===== config.mk =====
export PLATFORM = sky130hd
export DESIGN_NAME = imem_loader_flat
export DESIGN_NICKNAME = d
export VERILOG_FILES = /design/src/rtl/imem_loader_if.sv /design/src/rtl/imem_loader.sv /design/src/flat_wrapper.sv
export SDC_FILE = /design/constraint.sdc
export NUM_CORES = 1
export LEC_CHECK = 0
export ABC_AREA = 0
export BUFFER_PORTS_ARGS = -buffer_cell sky130_fd_sc_hd__buf_2
export CAP_MARGIN = 20
export CELL_PAD_IN_SITES_DETAIL_PLACEMENT = 0
export CELL_PAD_IN_SITES_GLOBAL_PLACEMENT = 1
export CORE_ASPECT_RATIO = 1.2
export CORE_UTILIZATION = 30
export DETAILED_ROUTE_END_ITERATION = 16
export PLACE_DENSITY_LB_ADDON = 0.1
export SETUP_SLACK_MARGIN = 0.2
export SYNTH_ARGS = -nofsm -noshare
export SYNTH_HDL_FRONTEND = slang
export SYNTH_SLANG_ARGS = --single-unit
export TNS_END_PERCENT = 30

===== constraint.sdc =====
create_clock -name clk -period 2.1 [get_ports clk]
set_input_delay 0.63 -clock clk [delete_from_list [all_inputs] [get_ports clk]]
set_output_delay 0.63 -clock clk [all_outputs]
set_load 0.02 [all_outputs]

===== src/rtl/imem_loader_if.sv =====
// Boot-loader bus: byte stream in, imem write port out, plus core reset and load status.
// master = host/stream side, slave = imem_loader.
interface imem_loader_if #(
   parameter int ADDR_WIDTH = 10
);
   logic                  start;
   logic                  in_valid;
   logic [7:0]            in_data;
   logic                  in_ready;
   logic                  imem_we;
   logic [ADDR_WIDTH-1:0] imem_addr;
   logic [31:0]           imem_wdata;
   logic                  core_rst;
   logic                  busy;
   logic                  done;
   logic                  error;
   logic [15:0]           loaded_words;

   modport master (
      output start, in_valid, in_data,
      input  in_ready, imem_we, imem_addr, imem_wdata,
      input  core_rst, busy, done, error, loaded_words
   );

   modport slave (
      input  start, in_valid, in_data,
      output in_ready, imem_we, imem_addr, imem_wdata,
      output core_rst, busy, done, error, loaded_words
   );
endinterface


===== src/rtl/imem_loader.sv =====
// Boot-time instruction memory loader: length-prefixed little-endian byte stream into imem words,
// holding the core in reset until the image has been written.
module imem_loader #(
   parameter int ADDR_WIDTH = 10
) (
   input  logic          clk,
   input  logic          rst,
   imem_loader_if.slave  bus
);
   localparam int DEPTH = 2 ** ADDR_WIDTH;

   typedef enum logic [2:0] {
      S_IDLE,
      S_LEN_LO,
      S_LEN_HI,
      S_DATA,
      S_DONE,
      S_ERR
   } state_t;

   state_t                r_state;
   logic [15:0]           r_len;
   logic [1:0]            r_byte_idx;
   logic [23:0]           r_buf;
   logic [ADDR_WIDTH-1:0] r_word_ptr;
   logic                  r_we;
   logic [ADDR_WIDTH-1:0] r_addr;
   logic [31:0]           r_wdata;
   logic [15:0]           r_loaded;

   state_t                w_state_next;
   logic [15:0]           w_len_next;
   logic [1:0]            w_byte_idx_next;
   logic [23:0]           w_buf_next;
   logic [ADDR_WIDTH-1:0] w_word_ptr_next;
   logic                  w_we_next;
   logic [ADDR_WIDTH-1:0] w_addr_next;
   logic [31:0]           w_wdata_next;
   logic [15:0]           w_loaded_next;

   logic                  w_in_ready;
   logic                  w_xfer;
   logic [15:0]           w_len_full;
   logic [15:0]           w_loaded_inc;
   logic [2:0]            w_lane_we;

   assign w_in_ready   = (r_state == S_LEN_LO) || (r_state == S_LEN_HI) || (r_state == S_DATA);
   assign w_xfer       = bus.in_valid & w_in_ready;
   assign w_len_full   = {bus.in_data, r_len[7:0]};
   assign w_loaded_inc = r_loaded + 16'd1;

   // Lanes 0..2 are buffered; lane 3 goes straight into the write word.
   genvar gi;
   generate
      for (gi = 0; gi < 3; gi++) begin : g_lane
         assign w_lane_we[gi] = w_xfer && (r_state == S_DATA) && (r_byte_idx == 2'(gi));
         assign w_buf_next[gi*8 +: 8] = w_lane_we[gi] ? bus.in_data : r_buf[gi*8 +: 8];
      end
   endgenerate

   always_comb begin
      w_state_next    = r_state;
      w_len_next      = r_len;
      w_byte_idx_next = r_byte_idx;
      w_word_ptr_next = r_word_ptr;
      w_we_next       = 1'b0;
      w_addr_next     = r_addr;
      w_wdata_next    = r_wdata;
      w_loaded_next   = r_loaded;

      case (r_state)
         S_IDLE, S_DONE, S_ERR: begin
            if (bus.start) begin
               w_state_next  = S_LEN_LO;
               w_loaded_next = 16'd0;
            end
         end
         S_LEN_LO: begin
            if (w_xfer) begin
               w_len_next[7:0] = bus.in_data;
               w_state_next    = S_LEN_HI;
            end
         end
         S_LEN_HI: begin
            if (w_xfer) begin
               w_len_next[15:8] = bus.in_data;
               if (w_len_full == 16'd0) begin
                  w_state_next = S_DONE;
               end else if (32'(w_len_full) > 32'(DEPTH)) begin
                  w_state_next = S_ERR;
               end else begin
                  w_state_next    = S_DATA;
                  w_byte_idx_next = 2'd0;
                  w_word_ptr_next = '0;
               end
            end
         end
         S_DATA: begin
            if (w_xfer) begin
               w_byte_idx_next = r_byte_idx + 2'd1;
               if (r_byte_idx == 2'd3) begin
                  w_we_next       = 1'b1;
                  w_addr_next     = r_word_ptr;
                  w_wdata_next    = {bus.in_data, r_buf};
                  w_word_ptr_next = r_word_ptr + 1'b1;
                  w_loaded_next   = w_loaded_inc;
                  if (w_loaded_inc == r_len) begin
                     w_state_next = S_DONE;
                  end
               end
            end
         end
         default: w_state_next = S_IDLE;
      endcase
   end

   always_ff @(posedge clk or negedge rst) begin
      if (!rst) begin
         r_state    <= S_IDLE;
         r_len      <= '0;
         r_byte_idx <= '0;
         r_buf      <= '0;
         r_word_ptr <= '0;
         r_we       <= 1'b0;
         r_addr     <= '0;
         r_wdata    <= '0;
         r_loaded   <= '0;
      end else begin
         r_state    <= w_state_next;
         r_len      <= w_len_next;
         r_byte_idx <= w_byte_idx_next;
         r_buf      <= w_buf_next;
         r_word_ptr <= w_word_ptr_next;
         r_we       <= w_we_next;
         r_addr     <= w_addr_next;
         r_wdata    <= w_wdata_next;
         r_loaded   <= w_loaded_next;
      end
   end

   // Status is decoded from state so done/error are exclusive by construction.
   assign bus.in_ready     = w_in_ready;
   assign bus.busy         = w_in_ready;
   assign bus.done         = (r_state == S_DONE);
   assign bus.error        = (r_state == S_ERR);
   assign bus.core_rst     = (r_state != S_DONE);
   assign bus.imem_we      = r_we;
   assign bus.imem_addr    = r_addr;
   assign bus.imem_wdata   = r_wdata;
   assign bus.loaded_words = r_loaded;
endmodule


===== src/flat_wrapper.sv =====
// flat-port wrapper written by rule: the top's interface ports become plain ports
module imem_loader_flat 
#(
   parameter int ADDR_WIDTH = 10
)
  (clk, rst, bus_start, bus_in_valid, bus_in_data, bus_in_ready, bus_imem_we, bus_imem_addr, bus_imem_wdata, bus_core_rst, bus_busy, bus_done, bus_error, bus_loaded_words);
  imem_loader_if #(.ADDR_WIDTH(ADDR_WIDTH)) bus_i ();
  input  logic clk;
  input  logic rst;
  input wire logic [$bits(bus_i.start)-1:0] bus_start;
  input wire logic [$bits(bus_i.in_valid)-1:0] bus_in_valid;
  input wire logic [$bits(bus_i.in_data)-1:0] bus_in_data;
  output wire logic [$bits(bus_i.in_ready)-1:0] bus_in_ready;
  output wire logic [$bits(bus_i.imem_we)-1:0] bus_imem_we;
  output wire logic [$bits(bus_i.imem_addr)-1:0] bus_imem_addr;
  output wire logic [$bits(bus_i.imem_wdata)-1:0] bus_imem_wdata;
  output wire logic [$bits(bus_i.core_rst)-1:0] bus_core_rst;
  output wire logic [$bits(bus_i.busy)-1:0] bus_busy;
  output wire logic [$bits(bus_i.done)-1:0] bus_done;
  output wire logic [$bits(bus_i.error)-1:0] bus_error;
  output wire logic [$bits(bus_i.loaded_words)-1:0] bus_loaded_words;
  assign bus_i.start = bus_start;
  assign bus_i.in_valid = bus_in_valid;
  assign bus_i.in_data = bus_in_data;
  assign bus_in_ready = bus_i.in_ready;
  assign bus_imem_we = bus_i.imem_we;
  assign bus_imem_addr = bus_i.imem_addr;
  assign bus_imem_wdata = bus_i.imem_wdata;
  assign bus_core_rst = bus_i.core_rst;
  assign bus_busy = bus_i.busy;
  assign bus_done = bus_i.done;
  assign bus_error = bus_i.error;
  assign bus_loaded_words = bus_i.loaded_words;
  imem_loader #(.ADDR_WIDTH(ADDR_WIDTH)) u_core (.clk(clk), .rst(rst), .bus(bus_i));
endmodule

==> impl_metrics.xml <==
<?xml version="1.0" encoding="UTF-8"?>
<metrics>
  <group name="route">
    <metric name="drt-initial-drc-count" unit="">155</metric>
    <metric name="routedWlPerCell" unit="um">16.9</metric>
    <metric name="postRouteAntennaNets" unit="">0</metric>
    <metric name="detailedRoute.firstPassIterationCount" unit="">4</metric>
    <metric name="num_vias" unit="">4443</metric>
    <metric name="drcViolationCount" unit="">0</metric>
    <metric name="routed_via_density" unit="">4.80</metric>
    <metric name="postRouteWirelength" unit="um">15700</metric>
  </group>
  <group name="clocking">
    <metric name="post_cts_hold_buffer_count" unit="">0</metric>
    <metric name="clock_path_buffers" unit="">2</metric>
    <metric name="clk_pin_slew" unit="ns">0.06</metric>
    <metric name="tritoncts" unit="">built</metric>
    <metric name="clock-sinks" unit="">114</metric>
    <metric name="insertion_delay" unit="ns">0.41</metric>
    <metric name="cts_max_level" unit="">4</metric>
    <metric name="cts-root-buf" unit="">sky130_fd_sc_hd__clkbuf_16</metric>
    <metric name="cts-buffers-inserted" unit="">17</metric>
  </group>
  <group name="placement">
    <metric name="place.detailed.hpwl" unit="um">10900</metric>
    <metric name="place.port_buffers" unit="">75</metric>
    <metric name="gp_congestion" unit="">0.823</metric>
  </group>
  <group name="power">
    <metric name="power.net_switching" unit="mW">3.48</metric>
    <metric name="power.share.clock" unit="%">31.2</metric>
    <metric name="power.density" unit="mW/mm^2">1350</metric>
    <metric name="power.total" unit="mW">10.1</metric>
    <metric name="internal_power" unit="mW">6.58</metric>
    <metric name="power_frac_seq" unit="%">35.1</metric>
    <metric name="leak_pwr" unit="nW">3.67</metric>
    <metric name="vdd_ir_drop_max" unit="mV">0.645</metric>
    <metric name="p_comb_share" unit="%">33.7</metric>
    <metric name="p_sw_share" unit="%">34.6</metric>
  </group>
  <group name="synth">
    <metric name="asyncSetResetFlopFracSynth" unit="%">100</metric>
    <metric name="syn_inst" unit="">539</metric>
    <metric name="netlist_top_cells_count" unit="">146 x sky130_fd_sc_hd__nand2_1, 114 x sky130_fd_sc_hd__dfrtp_1, 41 x sky130_fd_sc_hd__mux2_2</metric>
    <metric name="synth-main-ff-cell" unit="">sky130_fd_sc_hd__dfrtp_1</metric>
    <metric name="most_instantiated_library_cell_after_synthesis" unit="">sky130_fd_sc_hd__nand2_1</metric>
    <metric name="synthesis.nets" unit="">557</metric>
    <metric name="mappedNetlistArea" unit="mm^2">0.00540</metric>
    <metric name="syn-mean-instance-area" unit="um^2">10.0</metric>
    <metric name="yosys.area.top_type" unit="">sky130_fd_sc_hd__dfrtp_1</metric>
    <metric name="synthTopCellsByArea" unit="">sky130_fd_sc_hd__dfrtp_1 53%, sky130_fd_sc_hd__nand2_1 10%, sky130_fd_sc_hd__mux2_2 8.5%</metric>
    <metric name="synth_seq_cells" unit="">114</metric>
    <metric name="ys_warn_count" unit="">0</metric>
    <metric name="synth_top_area_share" unit="%">52.8</metric>
    <metric name="synth_edf_count" unit="">0</metric>
    <metric name="ys_seq_area_share" unit="%">52.8</metric>
    <metric name="synth.distinct_cells" unit="">62</metric>
  </group>
  <group name="worst_setup_path">
    <metric name="data_required_time_of_the_worst_path" unit="ns">2.38</metric>
    <metric name="critical_path_arrival" unit="ns">2.52</metric>
    <metric name="end_kind" unit="">flip-flop</metric>
    <metric name="setup.worst_path.class" unit="">reg2reg</metric>
    <metric name="crit_path_start_kind" unit="">flip-flop</metric>
    <metric name="ff2ff_path_depth" unit="">7</metric>
    <metric name="worst-path-max-fanout" unit="">5</metric>
  </group>
  <group name="global_routing">
    <metric name="global_route.overflow_total" unit="">0</metric>
    <metric name="grt_pass1_wl" unit="um">25500</metric>
    <metric name="grt_start_max_net_pins" unit="">62</metric>
    <metric name="antenna_violations_before_repair" unit="">0</metric>
    <metric name="overall_global_routing_usage" unit="%">17.9</metric>
    <metric name="first_global_vias" unit="">4606</metric>
  </group>
  <group name="sta">
    <metric name="final_hold_viol_count" unit="">0</metric>
    <metric name="final_min_period_over_clock_period" unit="%">107</metric>
    <metric name="grt_setup_unrepaired" unit="">yes</metric>
    <metric name="fin_worst_skew" unit="ns">0.00551</metric>
    <metric name="max_freq" unit="MHz">446</metric>
    <metric name="finalMaxSlewViolations" unit="">0</metric>
    <metric name="timing.slew.headroom" unit="%">71.5</metric>
    <metric name="hold_slack" unit="ns">0.0870</metric>
    <metric name="max_slew.worst_pin.slew" unit="ns">0.428</metric>
    <metric name="final.min_clock_period" unit="ns">2.24</metric>
    <metric name="setup_viol_count_final" unit="">3</metric>
    <metric name="worst_setup_slack_final" unit="ns">-0.141</metric>
  </group>
  <group name="die">
    <metric name="floorplan.initialDensity" unit="%">30.7</metric>
    <metric name="design.portCount" unit="">76</metric>
    <metric name="dieWidth" unit="um">124</metric>
    <metric name="row_count" unit="">53</metric>
    <metric name="die_y" unit="um">149</metric>
    <metric name="area_of_the_core" unit="mm^2">0.0176</metric>
    <metric name="die_area" unit="mm^2">0.0185</metric>
  </group>
  <group name="cells_and_area">
    <metric name="drive_gt1_share" unit="%">38.8</metric>
    <metric name="flow.area_growth_from_synthesis" unit="%">38.5</metric>
    <metric name="finalNetCount" unit="">711</metric>
    <metric name="final_antenna_diode_count" unit="">0</metric>
  </group>
  <group name="run">
    <metric name="max-cap-violations" unit="">0</metric>
  </group>
  <group name="status">
    <metric name="failed_checks" unit="">setup timing</metric>
    <metric name="status" unit="">finished, violations left</metric>
  </group>
  <group name="min_path">
    <metric name="min-delay-path-class" unit="">in2async</metric>
  </group>
</metrics>
==> registers in the layout, indices dropped and copies added, names as in the netlist <==
signal	count
u_core.r_byte_idx	2
u_core.r_state	3
u_core.r_buf	24
u_core.bus.imem_wdata	32
u_core.bus.imem_addr	10
u_core.bus.imem_we	1
u_core.r_len	16
u_core.r_word_ptr	10
u_core.bus.loaded_words	16
==> kinds of logic after synthesis <==
family / after synthesis / synth area share [%]
adder cells (fa/ha/maj): 6 / 1.39
AO/OA/AOI/OAI: 71 / 8.62
multiplexers: 41 / 8.55
buffers and inverters: 35 / 2.64
flip-flops: 114 / 52.8
XOR/XNOR: 24 / 3.89
AND/OR/NAND/NOR: 248 / 22.1
==> per-stage QoR <==
| stage | setup slack (ns) | instance area [um^2] | utilization, % | setup TNS, ns | std cells |
|---|---|---|---|---|---|
| 2_1_floorplan | -0.266 | 5450 | - | -1.00 | 539 |
| 3_3_place_gp | -0.276 | 6600 | 37.6 | -2.81 | 886 |
| 3_5_place_dp | -0.335 | 6600 | 37.6 | -3.36 | 886 |
| 4_1_cts | -0.162 | 7400 | 42.1 | -0.462 | 924 |
| 5_1_grt | -0.243 | 7480 | 42.6 | -0.952 | 926 |
| 6_report | -0.141 | 7480 | 42.6 | -0.370 | 926 |
==> layout by cell type (no fill, tap or decap), types with 3 or more instances in the layout <==
| cell type | n |
|---|---|
| sky130_fd_sc_hd__a21o_1 | 3 |
| sky130_fd_sc_hd__a21oi_1 | 5 |
| sky130_fd_sc_hd__a22o_1 | 4 |
| sky130_fd_sc_hd__and3_1 | 6 |
| sky130_fd_sc_hd__buf_12 | 4 |
| sky130_fd_sc_hd__buf_2 | 70 |
| sky130_fd_sc_hd__buf_4 | 76 |
| sky130_fd_sc_hd__buf_6 | 10 |
| sky130_fd_sc_hd__bufinv_16 | 4 |
| sky130_fd_sc_hd__clkbuf_16 | 17 |
| sky130_fd_sc_hd__clkinv_4 | 3 |
| sky130_fd_sc_hd__dfrtp_1 | 109 |
| sky130_fd_sc_hd__dfrtp_2 | 5 |
| sky130_fd_sc_hd__ha_1 | 5 |
| sky130_fd_sc_hd__inv_1 | 6 |
| sky130_fd_sc_hd__inv_2 | 3 |
| sky130_fd_sc_hd__inv_6 | 3 |
| sky130_fd_sc_hd__mux2_2 | 41 |
| sky130_fd_sc_hd__nand2_1 | 146 |
| sky130_fd_sc_hd__nand3_1 | 7 |
| sky130_fd_sc_hd__nand3_2 | 3 |
| sky130_fd_sc_hd__nand3b_1 | 3 |
| sky130_fd_sc_hd__nand4_1 | 11 |
| sky130_fd_sc_hd__nor2_1 | 30 |
| sky130_fd_sc_hd__nor3_1 | 5 |
| sky130_fd_sc_hd__nor4_2 | 3 |
| sky130_fd_sc_hd__nor4_4 | 3 |
| sky130_fd_sc_hd__o21ai_0 | 25 |
| sky130_fd_sc_hd__o21ai_1 | 6 |
| sky130_fd_sc_hd__o31ai_1 | 7 |
| sky130_fd_sc_hd__xnor2_1 | 11 |
| sky130_fd_sc_hd__xor2_1 | 12 |
==> worst paths after layout <==
path | from | to | slack [ns]
max | u_core.bus.loaded_words[8] | u_core.r_state[1] | -0.14
min | rst | u_core.bus.imem_wdata[16] | 0.09
max reg2reg | u_core.bus.loaded_words[8] | u_core.r_state[1] | -0.14
min reg2reg | u_core.r_buf[20] | u_core.bus.imem_wdata[20] | 0.46
max in group asynchronous | rst | u_core.r_word_ptr[8] | 1.47
min in group clk | u_core.r_buf[20] | u_core.bus.imem_wdata[20] | 0.46
==> what timing repair did <==
action,CTS,global route
pin swaps,8,9
gates resized for setup,30,18
setup buffers,6,2
setup endpoints to repair,92,42
==> metal layers <==
metal,up-vias,routed length (um),track usage [%]
li1,2169,-,-
met1,2171,7080,22.5
met2,78,7650,29.8
met3,25,516,3.44
met4,0,418,8.01
met5,-,0,0
==> critical path, stage by stage, from the launching register on <==
cell	delay [ns]
sky130_fd_sc_hd__dfrtp_2	0.46
sky130_fd_sc_hd__xor2_2	0.20
sky130_fd_sc_hd__xor2_1	0.14
sky130_fd_sc_hd__or4b_1	0.51
sky130_fd_sc_hd__nand3_2	0.13
sky130_fd_sc_hd__o2111ai_2	0.19
sky130_fd_sc_hd__nor4_4	0.35
sky130_fd_sc_hd__a311oi_1	0.13
==> power by group through the flow <==
stage / registers, mW / logic [mW] / clock network, mW
after floorplan: 3.82 / 1.63 / 0
after global placement: 3.51 / 3.17 / 0
after detailed placement: 3.54 / 3.21 / 0
after CTS: 3.53 / 3.35 / 3.21
after global routing: 3.64 / 3.73 / 3.29
final: 3.53 / 3.39 / 3.14
==> final cells by class <==
class / count / area (um^2)
fill: 1735 / 10100
multi-input combinational: 390 / 2550
timing repair buffer: 160 / 1110
sequential: 114 / 2860
inverter: 10 / 42.5
tap: 220 / 275
clock inverter: 11 / 176
clock buffer: 21 / 460
No activity file was read; power rests on OpenSTA's default activity.
